**src/rtl/rr_arbiter8_pkg.sv**
```systemverilog
// Shared definitions for the 8-way round-robin arbiter.
//   N_REQ   : number of requesters sharing the resource
//   IDX_W   : width of a requester index
//   state_e : arbiter state (idle / grant held)
//   idx_inc : next index with wrap from N_REQ-1 back to 0
package rr_arbiter8_pkg;

    localparam int N_REQ = 8;
    localparam int IDX_W = 3;

    typedef enum logic {
        ST_IDLE  = 1'b0,
        ST_GRANT = 1'b1
    } state_e;

    // N_REQ is a power of two, so natural overflow of the index gives the wrap.
    function automatic logic [IDX_W-1:0] idx_inc(input logic [IDX_W-1:0] i);
        return i + IDX_W'(1);
    endfunction

endpackage

```
**src/rtl/rr_arbiter8_log2.sv**
```systemverilog
// One-hot to binary index encoder (log2 of a one-hot vector).
// Ports:
//   onehot : one-hot (or all-zero) input vector
//   idx    : index of the set bit, 0 when the input is all zero
module rr_arbiter8_log2
    import rr_arbiter8_pkg::*;
#(
    parameter int N = N_REQ,
    parameter int W = IDX_W
) (
    input  logic [N-1:0] onehot,
    output logic [W-1:0] idx
);

    // Output bit gi is the OR of every input position whose index has bit gi set.
    for (genvar gi = 0; gi < W; gi++) begin : g_bit
        logic [N-1:0] sel;
        for (genvar gj = 0; gj < N; gj++) begin : g_sel
            if (((gj >> gi) % 2) == 1) begin : g_on
                assign sel[gj] = onehot[gj];
            end else begin : g_off
                assign sel[gj] = 1'b0;
            end
        end
        assign idx[gi] = |sel;
    end

endmodule

```
**src/rtl/rr_arbiter8.sv**
```systemverilog
// Round-robin arbiter for eight requesters with a bounded hold time.
// A holder keeps the grant while it keeps its request high, up to MAX_HOLD
// cycles; then the grant is withdrawn (expired pulse). Every grant is followed
// by at least one idle cycle, and the search pointer moves past the last holder.
// Ports:
//   clk       : clock, rising edge
//   rst_n     : asynchronous active-low reset
//   req       : request vector, bit i from requester i
//   grant     : registered one-hot grant, zero when idle
//   grant_idx : binary index of the granted requester, 0 when idle
//   busy      : high while any grant bit is set
//   expired   : one-cycle pulse on the first idle cycle after a timeout
module rr_arbiter8
    import rr_arbiter8_pkg::*;
#(
    parameter int unsigned MAX_HOLD = 16
) (
    input  logic             clk,
    input  logic             rst_n,
    input  logic [N_REQ-1:0] req,
    output logic [N_REQ-1:0] grant,
    output logic [IDX_W-1:0] grant_idx,
    output logic             busy,
    output logic             expired
);

    localparam int CNT_W = $clog2(MAX_HOLD + 1);
    localparam logic [CNT_W-1:0] CNT_LAST = CNT_W'(MAX_HOLD - 1);

    state_e           state_q,   state_d;
    logic [N_REQ-1:0] grant_q,   grant_d;
    logic [IDX_W-1:0] ptr_q,     ptr_d;
    logic [CNT_W-1:0] cnt_q,     cnt_d;
    logic             expired_q, expired_d;
    logic             holding;

    // Rotate so that position ptr becomes bit 0, keep the lowest set bit,
    // then rotate back to the original bit positions.
    function automatic logic [N_REQ-1:0] rr_pick(input logic [N_REQ-1:0] r,
                                                 input logic [IDX_W-1:0] p);
        logic [N_REQ-1:0] rot;
        logic [N_REQ-1:0] pri;
        rot = (r >> p) | (r << (N_REQ - int'(p)));
        pri = rot & (~rot + N_REQ'(1));
        return (pri << p) | (pri >> (N_REQ - int'(p)));
    endfunction

    rr_arbiter8_log2 #(
        .N (N_REQ),
        .W (IDX_W)
    ) u_log2 (
        .onehot (grant_q),
        .idx    (grant_idx)
    );

    assign holding = |(req & grant_q);

    always_comb begin
        state_d   = state_q;
        grant_d   = grant_q;
        ptr_d     = ptr_q;
        cnt_d     = cnt_q;
        expired_d = 1'b0;
        case (state_q)
            ST_IDLE: begin
                if (|req) begin
                    grant_d = rr_pick(req, ptr_q);
                    cnt_d   = '0;
                    state_d = ST_GRANT;
                end
            end
            ST_GRANT: begin
                // A dropped request wins over a simultaneous timeout.
                if (!holding) begin
                    grant_d = '0;
                    ptr_d   = idx_inc(grant_idx);
                    state_d = ST_IDLE;
                end else if (cnt_q == CNT_LAST) begin
                    grant_d   = '0;
                    ptr_d     = idx_inc(grant_idx);
                    expired_d = 1'b1;
                    state_d   = ST_IDLE;
                end else begin
                    cnt_d = cnt_q + CNT_W'(1);
                end
            end
            default: begin
                grant_d = '0;
                state_d = ST_IDLE;
            end
        endcase
    end

    always_ff @(posedge clk or negedge rst_n) begin
        if (!rst_n) begin
            state_q   <= ST_IDLE;
            grant_q   <= '0;
            ptr_q     <= '0;
            cnt_q     <= '0;
            expired_q <= 1'b0;
        end else begin
            state_q   <= state_d;
            grant_q   <= grant_d;
            ptr_q     <= ptr_d;
            cnt_q     <= cnt_d;
            expired_q <= expired_d;
        end
    end

    assign grant   = grant_q;
    assign busy    = |grant_q;
    assign expired = expired_q;

endmodule

```
**config.mk**
```make
export PLATFORM = sky130hd
export DESIGN_NAME = rr_arbiter8
export DESIGN_NICKNAME = d
export VERILOG_FILES = /design/src/rtl/rr_arbiter8_pkg.sv /design/src/rtl/rr_arbiter8_log2.sv /design/src/rtl/rr_arbiter8.sv
export SDC_FILE = /design/constraint.sdc
export NUM_CORES = 1
export LEC_CHECK = 0
export CAP_MARGIN = 0
export CORE_AREA = 2 2 105 56
export DETAILED_ROUTE_END_ITERATION = 16
export DIE_AREA = 0 0 107 58
export PLACE_DENSITY = 0.65
export SETUP_SLACK_MARGIN = 0.5
export SYNTH_ARGS = -nofsm -noshare
export SYNTH_HDL_FRONTEND = slang
export SYNTH_SLANG_ARGS = --single-unit
```
**constraint.sdc**
```tcl
create_clock -name clk -period 4.22 [get_ports clk]
set_clock_uncertainty 0.2 [all_clocks]
set_input_delay 0.844 -clock clk [delete_from_list [all_inputs] [get_ports clk]]
set_output_delay 0.844 -clock clk [all_outputs]
set_load 0.02 [all_outputs]
```
==> impl_results.md, run 1 <==
- Pleak: 0.0009963 uW
- Minimum clock period: 3.544 ns
- Root buffer cell: clkbuf_8
- Fillers: 511
- Seq/Total Area, Yosys: 19.35%
- Worst Tran Pin Value: 1.015 ns
- Die W: 107 um
- Status: finished, final reports clean
- Async SR Flop Fraction: 100.0%
- Synth Instances: 279
- FF-to-FF Start: ptr_q[0]
- TritonCTS Buffers: 3
- Int Power: 1046 uW
- Fin crit share: 83.97%
- Crit path launch: req[5]
- Filler-free cell count of the finished design: 365
- WL/cell: 20.79 um
- Initial antenna violation count: 0
- Setup Buffers After CTS: 0
- Initial DRT Pass Iterations: 5
- Synth cell types: 74
- Synth warnings: 0
- Post-synthesis cell area: 2327 um^2
- Crit path largest cell delay: 0.60 ns
- Clk buf depth: 2
- Setup TNS: 0 ns
- Clk Latency, worst-skew pair: 0.25 ns
- Syn Nets: 293
- Max_cap viols: 0
- Final GP Congestion: 1.008
- Largest net degree at the start of global routing: 43
- Detailed Route WL: 7.587 mm
- Area grow syn2layout: 12.31%
- Die ar.: 6206 um^2
- RSZ-0062 raised after global routing: no
- Top FF cell, synth: dfrtp_1
- Vias in the first global route: 2,153
- Port Buf Inserts: 22
- Critical Path RT: 4.20 ns
- Vias per cell: 6.836
- Die Y: 58 um
- Hold path startpoint: cnt_q[1]
- CP max FO: 9
- Design Power: 2466 uW
- Power per cell area: 943.6 nW/um^2
- Post-synth EDFFs: 0
- DR vias: 2,495
- Switching pwr: 1420 uW
- Slew Limit Fails: 0
- Total gr overflow: 0
- Register-to-register setup slack: 0.72 ns
- Placed cell count: 362
- DRC violations left: 0
- Worst Hold Class: flip-flop to flip-flop
- Clk pwr share: 4.7%
- Maximum VDD drop: 0.3335 mV
- Hold Vio Cnt, Final: 0
- Share of cells above drive strength 1: 13.01%
- Clock sink count: 18
- Arrival time worst endpoint: 3.52 ns
- Post-CTS Resized: 0
- Total GRT Usage: 25.71%
- Startpoint type of the worst setup path: input port
- TritonCTS clock tree: yes
- Critical path class: input port to flip-flop
- First-pass GRT wire length: 12.27 mm
- Setup Viol. Count Final: 0
- Sw frac: 57.59%
- Nets: 308
- Post-DP HPWL: 5.858 mm
- Antenna Cells: 0
- Comb pwr share: 82.8%
- Hold Buf Count CTS: 0
- Initial DRC count: 331
- H-tree depth: 1
- Reg clk slew, reported paths: 0.06 ns
- Avg Synthesized Cell Area: 8.341 um^2
- Core ar.: 5301 um^2
- Rel. slew slack: 32.34%
- Seq cells post-synth: 18
- Worst setup EP type: flip-flop
- CP max-delay cell: clkdlybuf4s50_1
- Cell row count: 19
- Sequential power share: 12.5%
- F_max: 282.2 MHz
- Number of I/O pins: 23
- Worst path most repeated cell: nand3_1
- Starting density of the core: 43.90%
- Final ANT Viol Nets: 0
- CP cell instances: clkdlybuf4s50_1, mux2_4, o2bb2a_2, a21oi_2, nand3_1, a2111oi_0, o21ai_1, nand3_1
## worst paths after layout
kind,to,cells past startpoint
max in group asynchronous,cnt_q[4],1
min in group asynchronous,grant[1],1
max,grant[3],8
min reg2reg,cnt_q[1],2
max reg2reg,grant[6],10
min,cnt_q[1],2
## worst max-delay path: cells and delay by family
kind | cells | cell delay, ns
AND/OR/NAND/NOR | 2 | 0.39
AO/OA/AOI/OAI | 4 | 1.27
buffers and inverters | 1 | 0.60
multiplexers | 1 | 0.40
## cells in the mapped netlist, types with 3 or more instances
library cell	number	area share, %
dfrtp_1	18	19
a32o_1	3	1.3
a21o_1	4	1.3
buf_4	3	0.97
nand2_1	24	3.9
a22oi_1	9	2.9
or4_1	3	0.97
a21oi_1	11	2.4
a221oi_1	3	1.1
o211ai_1	7	2.3
nor4_1	6	1.6
nor3_1	12	2.6
nor2_1	12	1.9
ha_1	4	2.2
nor2b_1	7	1.9
buf_6	4	1.9
o21ai_0	13	2.8
a221o_1	3	1.3
a211oi_1	3	0.97
buf_2	3	0.64
a32oi_1	3	1.1
o22ai_1	3	0.81
clkbuf_1	7	1.1
nand2b_1	5	1.3
mux2_2	6	2.9
nand4_1	3	0.81
inv_1	11	1.8
mux2i_1	14	6.0
o2111ai_1	3	1.1
nand3_1	11	2.4
o21ai_1	6	1.3
## final cells by class
class                           instances  area (um^2)  share of cell area [%]
Tap cell                               73        91.34                   3.494
Clock buffer                            3        41.29                   1.580
Inverter                               11        41.29                   1.580
Multi-Input combinational cell        233         1732                   66.25
Timing Repair Buffer                   27        257.7                   9.861
Sequential cell                        18        450.4                   17.23
## per-layer routing
layer,wire length [um],track usage (%),up-vias
met2,2841,32.21,140
met3,896,7.874,6
met5,0,0,-
met1,3801,42.65,1222
met4,48,2.597,0
li1,-,-,1127
## metrics by stage
stage / setup WS, ns / cell area (um^2) / utilization [%] / hold WS [ns]
2_1_floorplan: 0.8033 / 2327 / - / 0.2761
3_3_place_gp: 0.5091 / 2567 / 48.43 / 0.2935
3_5_place_dp: 0.4285 / 2567 / 48.43 / 0.3057
4_1_cts: 0.6737 / 2609 / 49.21 / 0.3194
5_1_grt: 0.5041 / 2614 / 49.30 / 0.3678
6_report: 0.6764 / 2614 / 49.30 / 0.3209
## power by group through the flow
| stage | clock (uW) | combinational [uW] | sequential [uW] |
|---|---|---|---|
| 6_report | 117 | 2040 | 308 |
| 5_1_grt | 133 | 2180 | 313 |
| 4_1_cts | 118 | 1980 | 303 |
| 3_5_place_dp | 0 | 1960 | 306 |
| 3_3_place_gp | 0 | 1970 | 309 |
| 2_1_floorplan | 0 | 1490 | 294 |
## cell families after synthesis
family                   count (synthesis)  synth area share [%]
AO/OA/AOI/OAI                           98                 33.33
AND/OR/NAND/NOR                        104                 25.11
buffers and inverters                   28                 6.451
flip-flops                              18                 19.35
XOR/XNOR                                 3                 1.936
multiplexers                            24                 11.67
adder cells (fa/ha/maj)                  4                 2.151
## state kept, by name, summed over array words and instances (netlist names)
name	flops
grant	8
cnt_q	5
ptr_q	3
expired	1
state_q	1
## cell usage in the layout, fill, tap and decap left out, drive strengths merged, types with 3 or more instances in the layout
master	Yosys	final
o211ai	9	9
buf	10	5
a32oi	3	3
o21ai	20	20
nor3	13	13
nand2	24	24
mux2i	14	14
ha	4	4
mux2	9	9
a22o	3	3
dfrtp	18	18
nor2	13	13
a221oi	3	3
nor2b	7	7
or4	4	4
a22oi	11	11
nor4	6	6
a221o	3	3
clkdlybuf4s50	0	22
a32o	3	3
a21o	4	4
o2111ai	3	3
inv	11	11
clkbuf	7	3
a2111oi	3	3
a211oi	4	4
nand2b	5	5
or3b	3	3
nand3	11	11
o22ai	3	3
nand4	4	4
a21oi	12	12
No activity file was read; power rests on OpenSTA's default activity.
==> run 2: changes to the inputs <==
PLACE_DENSITY = 0.67   (was 0.65)
clock period = 3 ns   (was 4.22 ns; I/O delays follow)
==> impl_results.md, run 2 (synthesis results as in run 1) <==
- Critical Path RT: 2.95 ns
- Final ANT Viol Nets: 0
- Core ar.: 5301 um^2
- Setup Viol. Count Final: 0
- Cell Area, Placed: 3178 um^2
- WL/cell: 21.58 um
- Power per cell area: 1410 nW/um^2
- Final GP Congestion: 0.9952
- Number of I/O pins: 23
- Detailed Route WL: 9.689 mm
- Worst R2R Path Depth: 11
- Post-DP HPWL: 6.871 mm
- Slew Limit Fails: 0
- Minimum clock period: 2.971 ns
- H-tree depth: 1
- Hold path startpoint: cnt_q[1]
- First-pass GRT wire length: 14.55 mm
- F_max: 336.6 MHz
- Fin crit share: 99.04%
- Worst Hold End: cnt_q[1]
- Final instance area: 3523 um^2
- Most frequent cells in the layout: buf_4, nand2_1, dfrtp_1
- Total GRT Usage: 30.89%
- Die ar.: 6206 um^2
- Reg clk slew, reported paths: 0.07 ns
- Clk buf depth: 2
- Status: finished, final reports clean
- Area grow syn2layout: 51.40%
- Share of cells above drive strength 1: 40.96%
- Root buffer cell: clkbuf_8
- Initial DRC count: 306
- Die Y: 58 um
- Worst Hold Depth: 2
- Pleak: 0.001497 uW
- DRC violations left: 0
- Initial antenna violation count: 0
- Hold Vio Cnt, Final: 0
- Register-to-register setup slack: 0.03 ns
- Maximum VDD drop: 0.6764 mV
- Port Buf Inserts: 22
- FF-to-FF Start: ptr_q[0]
- TritonCTS clock tree: yes
- Antenna Cells: 0
- Rel. slew slack: 45.35%
- Cell row count: 19
- Critical path class: flip-flop to flip-flop
- CP max FO: 8
- Arrival time worst endpoint: 2.92 ns
- Worst setup EP type: flip-flop
- Startpoint type of the worst setup path: flip-flop
- Final design utilization: 66.46%
- Largest net degree at the start of global routing: 27
- TritonCTS Buffers: 3
- Clock sink count: 18
- Vias per cell: 6.339
- Hold Buf Count CTS: 0
- Nets: 392
- Vias in the first global route: 2,665
- Starting density of the core: 43.90%
- RSZ-0062 raised after global routing: yes
- Worst Hold Class: flip-flop to flip-flop
- DR vias: 2,846
- Die W: 107 um
- Reg-to-reg endpoint: grant[4]
- Commonest non-fill, non-tap cell in the layout: buf_4
- Worst Tran Pin Value: 0.8172 ns
- Max_cap viols: 0
- Clk Latency, worst-skew pair: 0.26 ns
- Total gr overflow: 0
- Initial DRT Pass Iterations: 5
- Max reg flops: 8
## run 2: changes by cell type in the layout (fill, tap and decap cells not counted), moves of 3 or more
cell / delta
a21oi_1: -3
mux2_4: +5
o21ai_0: -3
mux2_2: -4
buf_4: +79
mux2i_1: -3
dlygate4sd2_1: +11
clkdlybuf4s50_1: -12
buf_6: +5
## run 2: area by class of cell
class | instances | area (um^2)
Fill cell | 449 | 1778
Tap cell | 73 | 91.34
Timing Repair Buffer | 111 | 895.9
Inverter | 11 | 43.79
Multi-Input combinational cell | 233 | 1999
Sequential cell | 18 | 451.7
Clock buffer | 3 | 41.29
## run 2: per-layer routing
| metal | up-vias | share of wire, % | track usage [%] |
|---|---|---|---|
| met3 | 31 | 13 | 9.674 |
| met5 | - | 0 | 0 |
| li1 | 1299 | - | - |
| met2 | 195 | 41 | 42.31 |
| met1 | 1321 | 44 | 47.50 |
| met4 | 0 | 2.2 | 5.380 |
## run 2: where the power goes
part	internal (uW)	total (uW)	switching, uW
logic	1980	4370	2390
registers	316	424	108
clock network	89.5	173	83.8
total	2380	4970	2590
## run 2: worst max-delay path: stages, from the launching register on
cell and delay (ns):
dfrtp_1 0.39, inv_4 0.05, ha_4 0.34, buf_4 0.14
mux2i_2 0.28, nor3_1 0.09, a211oi_1 0.22, buf_4 0.20
a21oi_1 0.09, o211ai_1 0.41, o21ai_2 0.12, a221o_1 0.33
## run 2: worst max-delay path by stage
stage                    end     start
detailed placement  grant[3]    req[0]
global route        grant[4]  ptr_q[0]
floorplan           grant[6]  ptr_q[0]
global placement    grant[3]    req[6]
CTS                 grant[6]  ptr_q[0]
finish              grant[4]  ptr_q[0]
## run 2: stage by stage
stage	std cells	power (uW)	TNS (ns)	worst slack [ns]	hold WS, ns
after floorplan	279	2602	-0.4327	-0.1121	0.1044
after global placement	436	4034	-1.803	-0.2927	0.2875
after CTS	445	4463	0	0.1145	0.3224
final	449	4969	0	0.02888	0.3239
after global routing	449	5237	-0.2218	-0.09273	0.3536
after detailed placement	436	4072	-2.016	-0.3145	0.3071
## run 2: what timing repair did
| item | CTS | global route |
|---|---|---|
| buffers inserted | 6 | 4 |
| endpoints found under the setup margin | 14 | 10 |
| gates resized for setup | 28 | 35 |
| pin swaps | 8 | 18 |
